===== src/rtl/pipe_hazard_ctrl_if.sv =====
// Hazard-controller bundle: ID/EX/MEM hazard inputs and pipeline-register strobes.
// The pipeline drives the master side; the controller is the slave.
interface pipe_hazard_ctrl_if #(
   parameter int unsigned REG_AW = 5,
   parameter int unsigned CNT_W  = 32
);
   logic [REG_AW-1:0] id_rs;
   logic [REG_AW-1:0] id_rt;
   logic              id_use_rs;
   logic              id_use_rt;
   logic              ex_memread;
   logic [REG_AW-1:0] ex_rd;
   logic              ex_br_taken;
   logic              ex_mdu_start;
   logic              mem_req;
   logic              mem_ready;
   logic              pc_wr;
   logic              ifid_wr;
   logic              ifid_flush;
   logic              idex_wr;
   logic              idex_flush;
   logic              exmem_wr;
   logic              exmem_flush;
   logic              mdu_busy;
   logic [CNT_W-1:0]  stall_cnt;

   modport master (
      output id_rs, id_rt, id_use_rs, id_use_rt, ex_memread, ex_rd, ex_br_taken,
             ex_mdu_start, mem_req, mem_ready,
      input  pc_wr, ifid_wr, ifid_flush, idex_wr, idex_flush, exmem_wr, exmem_flush,
             mdu_busy, stall_cnt
   );

   modport slave (
      input  id_rs, id_rt, id_use_rs, id_use_rt, ex_memread, ex_rd, ex_br_taken,
             ex_mdu_start, mem_req, mem_ready,
      output pc_wr, ifid_wr, ifid_flush, idex_wr, idex_flush, exmem_wr, exmem_flush,
             mdu_busy, stall_cnt
   );
endinterface


===== src/rtl/pipe_hazard_ctrl.sv =====
// Stall/flush sequencer for the 5-stage pipeline: load-use bubbles, branch flushes,
// multi-cycle MDU occupancy of EX and data-memory wait states.
module pipe_hazard_ctrl #(
   parameter int unsigned REG_AW  = 5,
   parameter int unsigned MDU_LAT = 4,
   parameter int unsigned CNT_W   = 32
) (
   input  logic             clk,
   input  logic             rst,
   pipe_hazard_ctrl_if.slave bus
);
   localparam int unsigned MdcW = $clog2(MDU_LAT + 1);
   localparam logic [MdcW-1:0] MdcInit = (MDU_LAT >= 2) ? MdcW'(MDU_LAT - 2) : '0;

   typedef enum logic [0:0] {StRun, StMduBusy} state_e;

   state_e            r_state;
   state_e            w_state_d;
   logic [MdcW-1:0]   r_mdu_cnt;
   logic [MdcW-1:0]   w_mdu_cnt_d;
   logic [CNT_W-1:0]  r_stall_cnt;

   logic w_mem_wait;
   logic w_load_use;
   logic w_pc_wr;
   logic w_ifid_wr;
   logic w_ifid_flush;
   logic w_idex_wr;
   logic w_idex_flush;
   logic w_exmem_wr;
   logic w_exmem_flush;

   assign w_mem_wait = bus.mem_req & ~bus.mem_ready;
   assign w_load_use = bus.ex_memread & (bus.ex_rd != REG_AW'(0)) &
                       ((bus.id_use_rs & (bus.id_rs == bus.ex_rd)) |
                        (bus.id_use_rt & (bus.id_rt == bus.ex_rd)));

   always_ff @(posedge clk or negedge rst) begin
      if (!rst) begin
         r_state     <= StRun;
         r_mdu_cnt   <= '0;
         r_stall_cnt <= '0;
      end else begin
         r_state   <= w_state_d;
         r_mdu_cnt <= w_mdu_cnt_d;
         if (!w_pc_wr) begin
            r_stall_cnt <= r_stall_cnt + CNT_W'(1);
         end
      end
   end

   always_comb begin
      w_state_d     = r_state;
      w_mdu_cnt_d   = r_mdu_cnt;
      w_pc_wr       = 1'b1;
      w_ifid_wr     = 1'b1;
      w_ifid_flush  = 1'b0;
      w_idex_wr     = 1'b1;
      w_idex_flush  = 1'b0;
      w_exmem_wr    = 1'b1;
      w_exmem_flush = 1'b0;
      if (!rst || w_mem_wait) begin
         // Reset or memory wait: everything frozen, state and counter hold.
         w_pc_wr    = 1'b0;
         w_ifid_wr  = 1'b0;
         w_idex_wr  = 1'b0;
         w_exmem_wr = 1'b0;
      end else if (r_state == StMduBusy) begin
         w_pc_wr       = 1'b0;
         w_ifid_wr     = 1'b0;
         w_idex_wr     = 1'b0;
         w_exmem_flush = 1'b1;
         if (r_mdu_cnt == '0) begin
            w_state_d = StRun;
         end else begin
            w_mdu_cnt_d = r_mdu_cnt - MdcW'(1);
         end
      end else if (bus.ex_mdu_start) begin
         w_pc_wr       = 1'b0;
         w_ifid_wr     = 1'b0;
         w_idex_wr     = 1'b0;
         w_exmem_flush = 1'b1;
         // The start cycle is itself the first of MDU_LAT stall cycles.
         if (MDU_LAT > 1) begin
            w_state_d   = StMduBusy;
            w_mdu_cnt_d = MdcInit;
         end
      end else if (bus.ex_br_taken) begin
         w_ifid_flush = 1'b1;
         w_idex_flush = 1'b1;
      end else if (w_load_use) begin
         w_pc_wr      = 1'b0;
         w_ifid_wr    = 1'b0;
         w_idex_flush = 1'b1;
      end
   end

   assign bus.pc_wr       = w_pc_wr;
   assign bus.ifid_wr     = w_ifid_wr;
   assign bus.ifid_flush  = w_ifid_flush;
   assign bus.idex_wr     = w_idex_wr;
   assign bus.idex_flush  = w_idex_flush;
   assign bus.exmem_wr    = w_exmem_wr;
   assign bus.exmem_flush = w_exmem_flush;
   assign bus.mdu_busy    = (r_state == StMduBusy);
   assign bus.stall_cnt   = r_stall_cnt;
endmodule

===== src/flat_wrapper.sv =====
// flat-port wrapper written by rule: the top's interface ports become plain ports
module pipe_hazard_ctrl_flat 
#(
   parameter int unsigned REG_AW  = 5,
   parameter int unsigned MDU_LAT = 4,
   parameter int unsigned CNT_W   = 32
)
  (clk, rst, bus_id_rs, bus_id_rt, bus_id_use_rs, bus_id_use_rt, bus_ex_memread, bus_ex_rd, bus_ex_br_taken, bus_ex_mdu_start, bus_mem_req, bus_mem_ready, bus_pc_wr, bus_ifid_wr, bus_ifid_flush, bus_idex_wr, bus_idex_flush, bus_exmem_wr, bus_exmem_flush, bus_mdu_busy, bus_stall_cnt);
  pipe_hazard_ctrl_if #(.REG_AW(REG_AW), .CNT_W(CNT_W)) bus_i ();
  input  logic clk;
  input  logic rst;
  input wire logic [$bits(bus_i.id_rs)-1:0] bus_id_rs;
  input wire logic [$bits(bus_i.id_rt)-1:0] bus_id_rt;
  input wire logic [$bits(bus_i.id_use_rs)-1:0] bus_id_use_rs;
  input wire logic [$bits(bus_i.id_use_rt)-1:0] bus_id_use_rt;
  input wire logic [$bits(bus_i.ex_memread)-1:0] bus_ex_memread;
  input wire logic [$bits(bus_i.ex_rd)-1:0] bus_ex_rd;
  input wire logic [$bits(bus_i.ex_br_taken)-1:0] bus_ex_br_taken;
  input wire logic [$bits(bus_i.ex_mdu_start)-1:0] bus_ex_mdu_start;
  input wire logic [$bits(bus_i.mem_req)-1:0] bus_mem_req;
  input wire logic [$bits(bus_i.mem_ready)-1:0] bus_mem_ready;
  output wire logic [$bits(bus_i.pc_wr)-1:0] bus_pc_wr;
  output wire logic [$bits(bus_i.ifid_wr)-1:0] bus_ifid_wr;
  output wire logic [$bits(bus_i.ifid_flush)-1:0] bus_ifid_flush;
  output wire logic [$bits(bus_i.idex_wr)-1:0] bus_idex_wr;
  output wire logic [$bits(bus_i.idex_flush)-1:0] bus_idex_flush;
  output wire logic [$bits(bus_i.exmem_wr)-1:0] bus_exmem_wr;
  output wire logic [$bits(bus_i.exmem_flush)-1:0] bus_exmem_flush;
  output wire logic [$bits(bus_i.mdu_busy)-1:0] bus_mdu_busy;
  output wire logic [$bits(bus_i.stall_cnt)-1:0] bus_stall_cnt;
  assign bus_i.id_rs = bus_id_rs;
  assign bus_i.id_rt = bus_id_rt;
  assign bus_i.id_use_rs = bus_id_use_rs;
  assign bus_i.id_use_rt = bus_id_use_rt;
  assign bus_i.ex_memread = bus_ex_memread;
  assign bus_i.ex_rd = bus_ex_rd;
  assign bus_i.ex_br_taken = bus_ex_br_taken;
  assign bus_i.ex_mdu_start = bus_ex_mdu_start;
  assign bus_i.mem_req = bus_mem_req;
  assign bus_i.mem_ready = bus_mem_ready;
  assign bus_pc_wr = bus_i.pc_wr;
  assign bus_ifid_wr = bus_i.ifid_wr;
  assign bus_ifid_flush = bus_i.ifid_flush;
  assign bus_idex_wr = bus_i.idex_wr;
  assign bus_idex_flush = bus_i.idex_flush;
  assign bus_exmem_wr = bus_i.exmem_wr;
  assign bus_exmem_flush = bus_i.exmem_flush;
  assign bus_mdu_busy = bus_i.mdu_busy;
  assign bus_stall_cnt = bus_i.stall_cnt;
  pipe_hazard_ctrl #(.REG_AW(REG_AW), .MDU_LAT(MDU_LAT), .CNT_W(CNT_W)) u_core (.clk(clk), .rst(rst), .bus(bus_i));
endmodule

===== config.mk =====
export PLATFORM = sky130hd
export DESIGN_NAME = pipe_hazard_ctrl_flat
export DESIGN_NICKNAME = d
export VERILOG_FILES = /design/src/rtl/pipe_hazard_ctrl_if.sv /design/src/rtl/pipe_hazard_ctrl.sv /design/src/flat_wrapper.sv
export SDC_FILE = /design/constraint.sdc
export NUM_CORES = 1
export LEC_CHECK = 0
export CAP_MARGIN = 5
export CORE_ASPECT_RATIO = 1.25
export CORE_MARGIN = 10
export CORE_UTILIZATION = 30
export DETAILED_ROUTE_END_ITERATION = 8
export HOLD_SLACK_MARGIN = 0.12
export PLACE_DENSITY = 0.58
export SKIP_CTS_REPAIR_TIMING = 1
export SLEW_MARGIN = 20
export SYNTH_ARGS = -nofsm -noshare
export SYNTH_HDL_FRONTEND = slang
export SYNTH_SLANG_ARGS = --single-unit

===== constraint.sdc =====
create_clock -name clk -period 6.4 [get_ports clk]
set_input_delay 1.28 -clock clk [delete_from_list [all_inputs] [get_ports clk]]
set_output_delay 1.28 -clock clk [all_outputs]
set_load 0.05 [all_outputs]

---- After elaboration in Yosys (flattened, before gate mapping) ----
Cells that the tools add are included.
storage, ports and cells
  bits in registers ....................... 36
  input bits .............................. 24
  output and inout bits ................... 40
  logic and storage cells ................. 48
cells by class
  add/sub/neg operators ................... 2
  eq/ne operators ......................... 3
  muxes and demuxes ....................... 26
  bitwise gates (word level) .............. 8
  reduce and logical (&&, ||, !) cells .... 6
operators with widths
  kind                                                                 number
  32-bit by 1-bit adder with 32-bit output (second input constant)     1
  1-bit two-way mux                                                    23
  5-bit == test                                                        2
  3-bit two-way mux                                                    3
  1-bit bitwise AND                                                    5
  5-bit nonzero test                                                   1
  3-bit zero test                                                      1
  3-bit AND reduction                                                  1
  3-bit by 1-bit subtractor with 3-bit output (second input constant)  1
  2-bit != test (second input constant)                                1
  1-bit NOT                                                            2
  2-bit nonzero test                                                   1
  1-bit zero test                                                      1
  1-bit logical OR                                                     1
  1-bit bitwise OR                                                     1

---- Depth between registers and ports, before layout ----
Gate-level depths: netlist of run 1.
  depth in word-level cells ............... 9
  gate-level depth with buffers ........... 7
  depth with buffers taken out ............ 7

---- Least setup slack after synthesis of run 1 ----
OpenSTA, ideal clock, no wires.
  kind .................................... input-to-output
  from .................................... in bus_mem_ready
  to ...................................... out bus_pc_wr
  arrival time ............................ 5.215 ns
  required time ........................... 5.120 ns
  path slack .............................. -0.095 ns
  stages .................................. 5
  path buffers ............................ 2
  cell sequence ........................... inv_1 > a2111oi_0 > o31a_2 > buf_4 > buf_4
on the way
  longest elaborated chain between the ends .. 4
RTL lines
  what               RTL line                source
  from (decl)        flat_wrapper.sv:21      input wire logic [$bits(bus_i.mem_ready)-1:0] bus_mem_ready;
  1-bit NOT          pipe_hazard_ctrl.sv:33  assign w_mem_wait = bus.mem_req & ~bus.mem_ready;
  1-bit bitwise AND  pipe_hazard_ctrl.sv:33
  1-bit logical OR   pipe_hazard_ctrl.sv:62  if (!rst || w_mem_wait) begin
  1-bit two-way mux  n/a
  to (decl)          flat_wrapper.sv:22      output wire logic [$bits(bus_i.pc_wr)-1:0] bus_pc_wr;
Every way passes these cells.

---- Worst setup path in the final report of run 1 ----
  from .................................... in bus_mem_ready
  to ...................................... out bus_pc_wr
on the way
  longest elaborated chain between the ends .. 4
RTL lines
  what               RTL line
  1-bit NOT          pipe_hazard_ctrl.sv:33
  1-bit bitwise AND  pipe_hazard_ctrl.sv:33
  1-bit logical OR   pipe_hazard_ctrl.sv:62
  1-bit two-way mux  pipe_hazard_ctrl.sv:62
Every way passes these cells.

==> reports/results.ini, run 1 <==
[die]
fp.dieArea_um2 = 9870
core.rowCount = 32
ios = 64
die_h_um = 109
fp.dieW_um = 90.9
coreArea_um2 = 6130
start_util_pct = 30.7

[cells_and_area]
area_delta_synth_final_pct = 43.1
final_cells = 335
diodes = 0
layout-drive-gt1-share_pct = 6.80
fin_util_pct = 44.0
design_area_um2 = 2690
nNetsFinal = 276

[routing]
dr.pass1.iters = 4
drtAntennaViolNets = 0
dr.first_iter.drc_count = 55
route.detailed.drc = 0
routed_wl_mm = 5.05
vias = 1603
routedWlPerCell_um = 15.1
via_per_inst = 4.79

[synthesis]
ys_ff_latch = 36
synth_seq_area_share_pct = 47.8
synth_area_per_cell_um2 = 10.4
synth_edf_count = 0
synth_top_cell_by_area = dfrtp_1
yosysMostFrequentCell = dfrtp_1
synth_nets = 208
async_reset_ff_share_pct = 100
synth.area.top_cells = dfrtp_1 48%, xor2_1 13%, xnor2_1 5.6%, nand4_1 3.3%, nor4_1 2.7%
syn_inst = 181
syn_area_um2 = 1880
ys_types = 39
synth_warnings = 0
yosysTopAreaCellShare_pct = 47.8
synth-main-ff-cell = dfrtp_1
synth.top_cells.by_count = 36 x dfrtp_1, 28 x xor2_1, 12 x xnor2_1

[setup_path]
cp-end-kind = output port
crit_type = in2out
cp_slowest_cell = clkdlybuf4s50_1
cpMostUsedCell = clkdlybuf4s50_1
crit_buf_inv = 3
cp_top_family = buffers and inverters
worst_ep_arrival_time_ns = 3.79
reg2reg_slack_ns = 4.12
slowest_delay_ns = 0.85
critical_path.startpoint_type = primary input
crit_fanout = 10
crit_cells = 5
worst-r2r-cell-count = 5
crit_chain = clkdlybuf4s50_1, inv_1, a2111oi_1, o31a_2, clkdlybuf4s50_1
cp.required_ns = 5.12

[timing]
period_share_pct = 79.2
slew_violations = 0
max_freq_mhz = 197
setup_viol = 0
max-slew-margin-rel_pct = 49.2
hold_viol = 0
tightest_slew_ns = 0.760
rsz0062_at_grt = false
min_period_ns = 5.07
setup_tns_ns = 0
fin_skew_ns = 0.00484

[clocking]
cts-root-buf = clkbuf_8
cts.clk_slew.worst_paths_ns = 0.07
clk_latency_ns = 0.28
cts_made_buffers = 5
cts_tree = built
htreeDepth = 2
cts_max_path_buffers = 2
clock_sinks = 36

[placed_design]
portBuffers = 63
placed_area_um2 = 2600
dp.cells = 327
gp_congestion = 0.741
hpwl_mm = 3.80

[global_routing]
antenna_found_initial = 0
grtUsageTotal_pct = 10.5
grt_pass1_vias = 1682
grt_max_degree = 37
grt_overflow_total = 0
grt_pass1_wl_mm = 8.49

[power]
power.switching_w = 0.000368
combPwrFrac_pct = 42.8
leakage_nw = 1.10
swShare_pct = 42.8
power_frac_clock_pct = 19.4
p_per_area_nw_per_um2 = 320
pwr-share-seq_pct = 37.8
internal_power_w = 0.000493
peakVddDrop_mv = 0.135

[min_path]
hold_depth = 1
hold_path.class = reg2reg

[job]
maxCapViolations = 0

[run_status]
status = finished, final reports clean

final cells by class:
class                           instances  area, µm²
Fill cell                             623       3430
Multi-Input combinational cell        131        916
Sequential cell                        36        901
Timing Repair Buffer                   65        641
Tap cell                               85        106
Clock buffer                            6       82.6
Inverter                               10       37.5
Clock inverter                          2       10.0
path summary, 6_finish.rpt:
path	startpoint	to
setup reg to reg	u_core.bus.mdu_busy	u_core.bus.stall_cnt[30]
max in group asynchronous	rst	u_core.bus.stall_cnt[6]
hold reg to reg	u_core.bus.stall_cnt[31]	u_core.bus.stall_cnt[31]
setup / recovery	bus_mem_ready	bus_pc_wr
hold / removal	u_core.bus.stall_cnt[31]	u_core.bus.stall_cnt[31]
min in group asynchronous	rst	u_core.bus.mdu_busy
flip-flops by register name (all words and copies together) (netlist names):
name / cells
u_core.bus.stall_cnt: 32
u_core.r_mdu_cnt: 3
u_core.bus.mdu_busy: 1
power groups by stage:
| stage | sequential, W | combinational, W | clock (W) |
|---|---|---|---|
| 2_1_floorplan | 0.000449 | 0.000117 | 0 |
| 3_3_place_gp | 0.000330 | 0.000369 | 0 |
| 3_5_place_dp | 0.000330 | 0.000374 | 0 |
| 4_1_cts | 0.000326 | 0.000375 | 0.000175 |
| 5_1_grt | 0.000336 | 0.000395 | 0.000184 |
| 6_report | 0.000326 | 0.000369 | 0.000167 |
placed cells by master (no fill, tap or decap), types with 7 or more instances in the layout:
cell type	netlist	routed
clkdlybuf4s50_1	0	62
dfrtp_1	36	36
inv_1	10	10
nand2_1	11	11
nand3_1	7	7
nand4_1	10	10
nor2_1	8	8
nor4_1	8	8
xnor2_1	12	12
xor2_1	28	28
per-stage QoR:
stage	total power (W)	hold slack (ns)	setup slack (ns)
floorplan	0.000567	0.549	0.765
global placement	0.000699	0.467	1.29
detailed placement	0.000704	0.466	1.25
CTS	0.000877	0.485	1.24
global route	0.000915	0.512	1.09
finish	0.000862	0.478	1.33
cells by family (layout without fill, tap and decap cells):
group	Yosys count	in the layout	share of synthesized area [%]
buffers and inverters	14	83	3.59
AND/OR/NAND/NOR	69	69	20.9
AO/OA/AOI/OAI	18	18	6.45
multiplexers	1	1	0.598
flip-flops	36	36	47.8
XOR/XNOR	40	40	18.6
adder cells (fa/ha/maj)	3	3	1.99
routing by layer:
layer / GRT usage, % / part of all wire, % / up-vias
met5: 0 / 0 / -
met3: 3.26 / 5.3 / 2
met2: 18.0 / 48 / 49
met1: 12.4 / 47 / 775
met4: 3.03 / 0.40 / 0
li1: - / - / 777
Note: power is estimated with default switching activity, not from simulation.
==> run 2, diff against run 1 <==
--- a/config.mk
+++ b/config.mk
@@ -11,7 +11,7 @@
 export CORE_UTILIZATION = 30
 export DETAILED_ROUTE_END_ITERATION = 8
 export HOLD_SLACK_MARGIN = 0.12
-export PLACE_DENSITY = 0.58
+export PLACE_DENSITY = 0.6
 export SKIP_CTS_REPAIR_TIMING = 1
 export SLEW_MARGIN = 20
 export SYNTH_ARGS = -nofsm -noshare
==> constraint.sdc (replaced) <==
create_clock -name clk -period 4.5 [get_ports clk]
set_input_delay 0.9 -clock clk [delete_from_list [all_inputs] [get_ports clk]]
set_output_delay 0.9 -clock clk [all_outputs]
set_load 0.05 [all_outputs]
==> reports/results.ini, run 2 (synthesis results as in run 1) <==
[clocking]
clock_sinks = 36
cts.clk_slew.worst_paths_ns = 0.07
htreeDepth = 2
cts_tree = built
cts_made_buffers = 5
cts-root-buf = clkbuf_8
clk_latency_ns = 0.28
cts_max_path_buffers = 2

[setup_path]
slowest_delay_ns = 0.70
crit_start = bus_ex_rd[0]
worst_ep_arrival_time_ns = 3.13
reg2reg_from = u_core.bus.stall_cnt[6]
cp.required_ns = 3.60
cp_slowest_cell = clkdlybuf4s50_1
cp_top_family = buffers and inverters
cpMostUsedCell = clkdlybuf4s50_1
critical_path.startpoint_type = primary input
cp-end-kind = output port
crit_chain = clkdlybuf4s50_1, or4_1, o21ai_0, nor2_1, o21a_1, clkdlybuf4s50_1
crit_type = in2out
crit_fanout = 3
crit_buf_inv = 2

[die]
ios = 64
die_h_um = 109
core.rowCount = 32
fp.dieW_um = 90.9
start_util_pct = 30.7
coreArea_um2 = 6130
fp.dieArea_um2 = 9870

[routing]
via_per_inst = 4.68
routedWlPerCell_um = 15.2
drtAntennaViolNets = 0
vias = 1563
routed_wl_mm = 5.06
route.detailed.drc = 0
dr.pass1.iters = 4
dr.first_iter.drc_count = 36

[cells_and_area]
design_area_um2 = 2700
mostFrequentLayoutCell = clkdlybuf4s50_1
most-common-layout-cells = 60 x clkdlybuf4s50_1, 36 x dfrtp_1, 28 x xor2_1, 12 x xnor2_1, 11 x nand2_1
largest_register_ffs = 32
diodes = 0
layout-drive-gt1-share_pct = 7.23
nNetsFinal = 276
area_delta_synth_final_pct = 43.6

[timing]
fin_ws_ns = 0.468
hold_viol = 0
max_freq_mhz = 248
min_period_ns = 4.03
rsz0062_at_grt = false
slew_violations = 0
hold-worst-slack_ns = 0.475
setup_viol = 0
tightest_slew_ns = 0.579
fin_skew_ns = 0.00668
period_share_pct = 89.6
max-slew-margin-rel_pct = 61.0
setup_tns_ns = 0

[global_routing]
grt_pass1_vias = 1607
grt_overflow_total = 0
antenna_found_initial = 0
grtUsageTotal_pct = 10.7
grt_pass1_wl_mm = 8.54
grt_max_degree = 37

[min_path]
hp-start = u_core.bus.stall_cnt[31]
hold_path.class = reg2reg

[power]
peakVddDrop_mv = 0.182
internal_power_w = 0.000687
p_per_area_nw_per_um2 = 446
power_frac_clock_pct = 17.8
combPwrFrac_pct = 43.7
pwr-share-seq_pct = 38.5
swShare_pct = 43.0
leakage_nw = 1.10
power.switching_w = 0.000518
total_power_w = 0.00121

[placed_design]
placed_area_um2 = 2630
place_ws_ns = 0.454
portBuffers = 63
hpwl_mm = 3.80
gp_congestion = 0.744

[run_status]
status = finished, final reports clean

[job]
maxCapViolations = 0

run 2: stage by stage:
stage | std cells | util [%]
after detailed placement | 327 | 42.9
after floorplan | 181 | -
after global routing | 334 | 44.1
final | 334 | 44.1
after global placement | 327 | 42.9
after CTS | 334 | 44.1
run 2: power groups by stage:
| stage | combinational, W | clock, W | sequential, W |
|---|---|---|---|
| 3_5_place_dp | 0.000536 | 0 | 0.000472 |
| 3_3_place_gp | 0.000530 | 0 | 0.000468 |
| 5_1_grt | 0.000572 | 0.000241 | 0.000477 |
| 4_1_cts | 0.000537 | 0.000227 | 0.000466 |
| 2_1_floorplan | 0.000167 | 0 | 0.000640 |
| 6_report | 0.000527 | 0.000214 | 0.000464 |
run 2: layout make-up:
type                       count  area, µm²
clock buffer                   6       72.6
inverter                      10       37.5
tap                           85        106
clock inverter                 1       5.00
multi-input combinational    131        921
sequential                    36        901
fill                         625       3420
timing repair buffer          65        661
run 2: final timing paths:
path / to / slack, ns / cells after the start
worst max-delay path: bus_idex_flush / 0.47 / 6
worst min-delay path: u_core.bus.stall_cnt[31] / 0.47 / 1
worst max register to register: u_core.bus.stall_cnt[30] / 2.22 / 6
worst min register to register: u_core.bus.stall_cnt[31] / 0.47 / 1
max in group asynchronous: u_core.bus.stall_cnt[2] / 3.49 / 2
min in group asynchronous: u_core.r_mdu_cnt[2] / 0.66 / 2
run 2: routing by layer:
layer / part of all wire, % / vias up / routed length (µm) / track usage (%)
li1: - / 772 / - / -
met2: 46 / 53 / 2330 / 16.8
met3: 5.7 / 6 / 290 / 3.47
met4: 1.3 / 0 / 68 / 3.70
met5: 0 / - / 0 / 0
met1: 47 / 732 / 2380 / 13.6
run 2: worst reg2reg max path: stages, from the launching register on:
cell      delay (ns)
dfrtp_1         0.44
nand4_1         0.25
nor4_2          0.60
nand4_1         0.26
nor2_1          0.25
and4bb_2        0.28
xor2_1          0.14
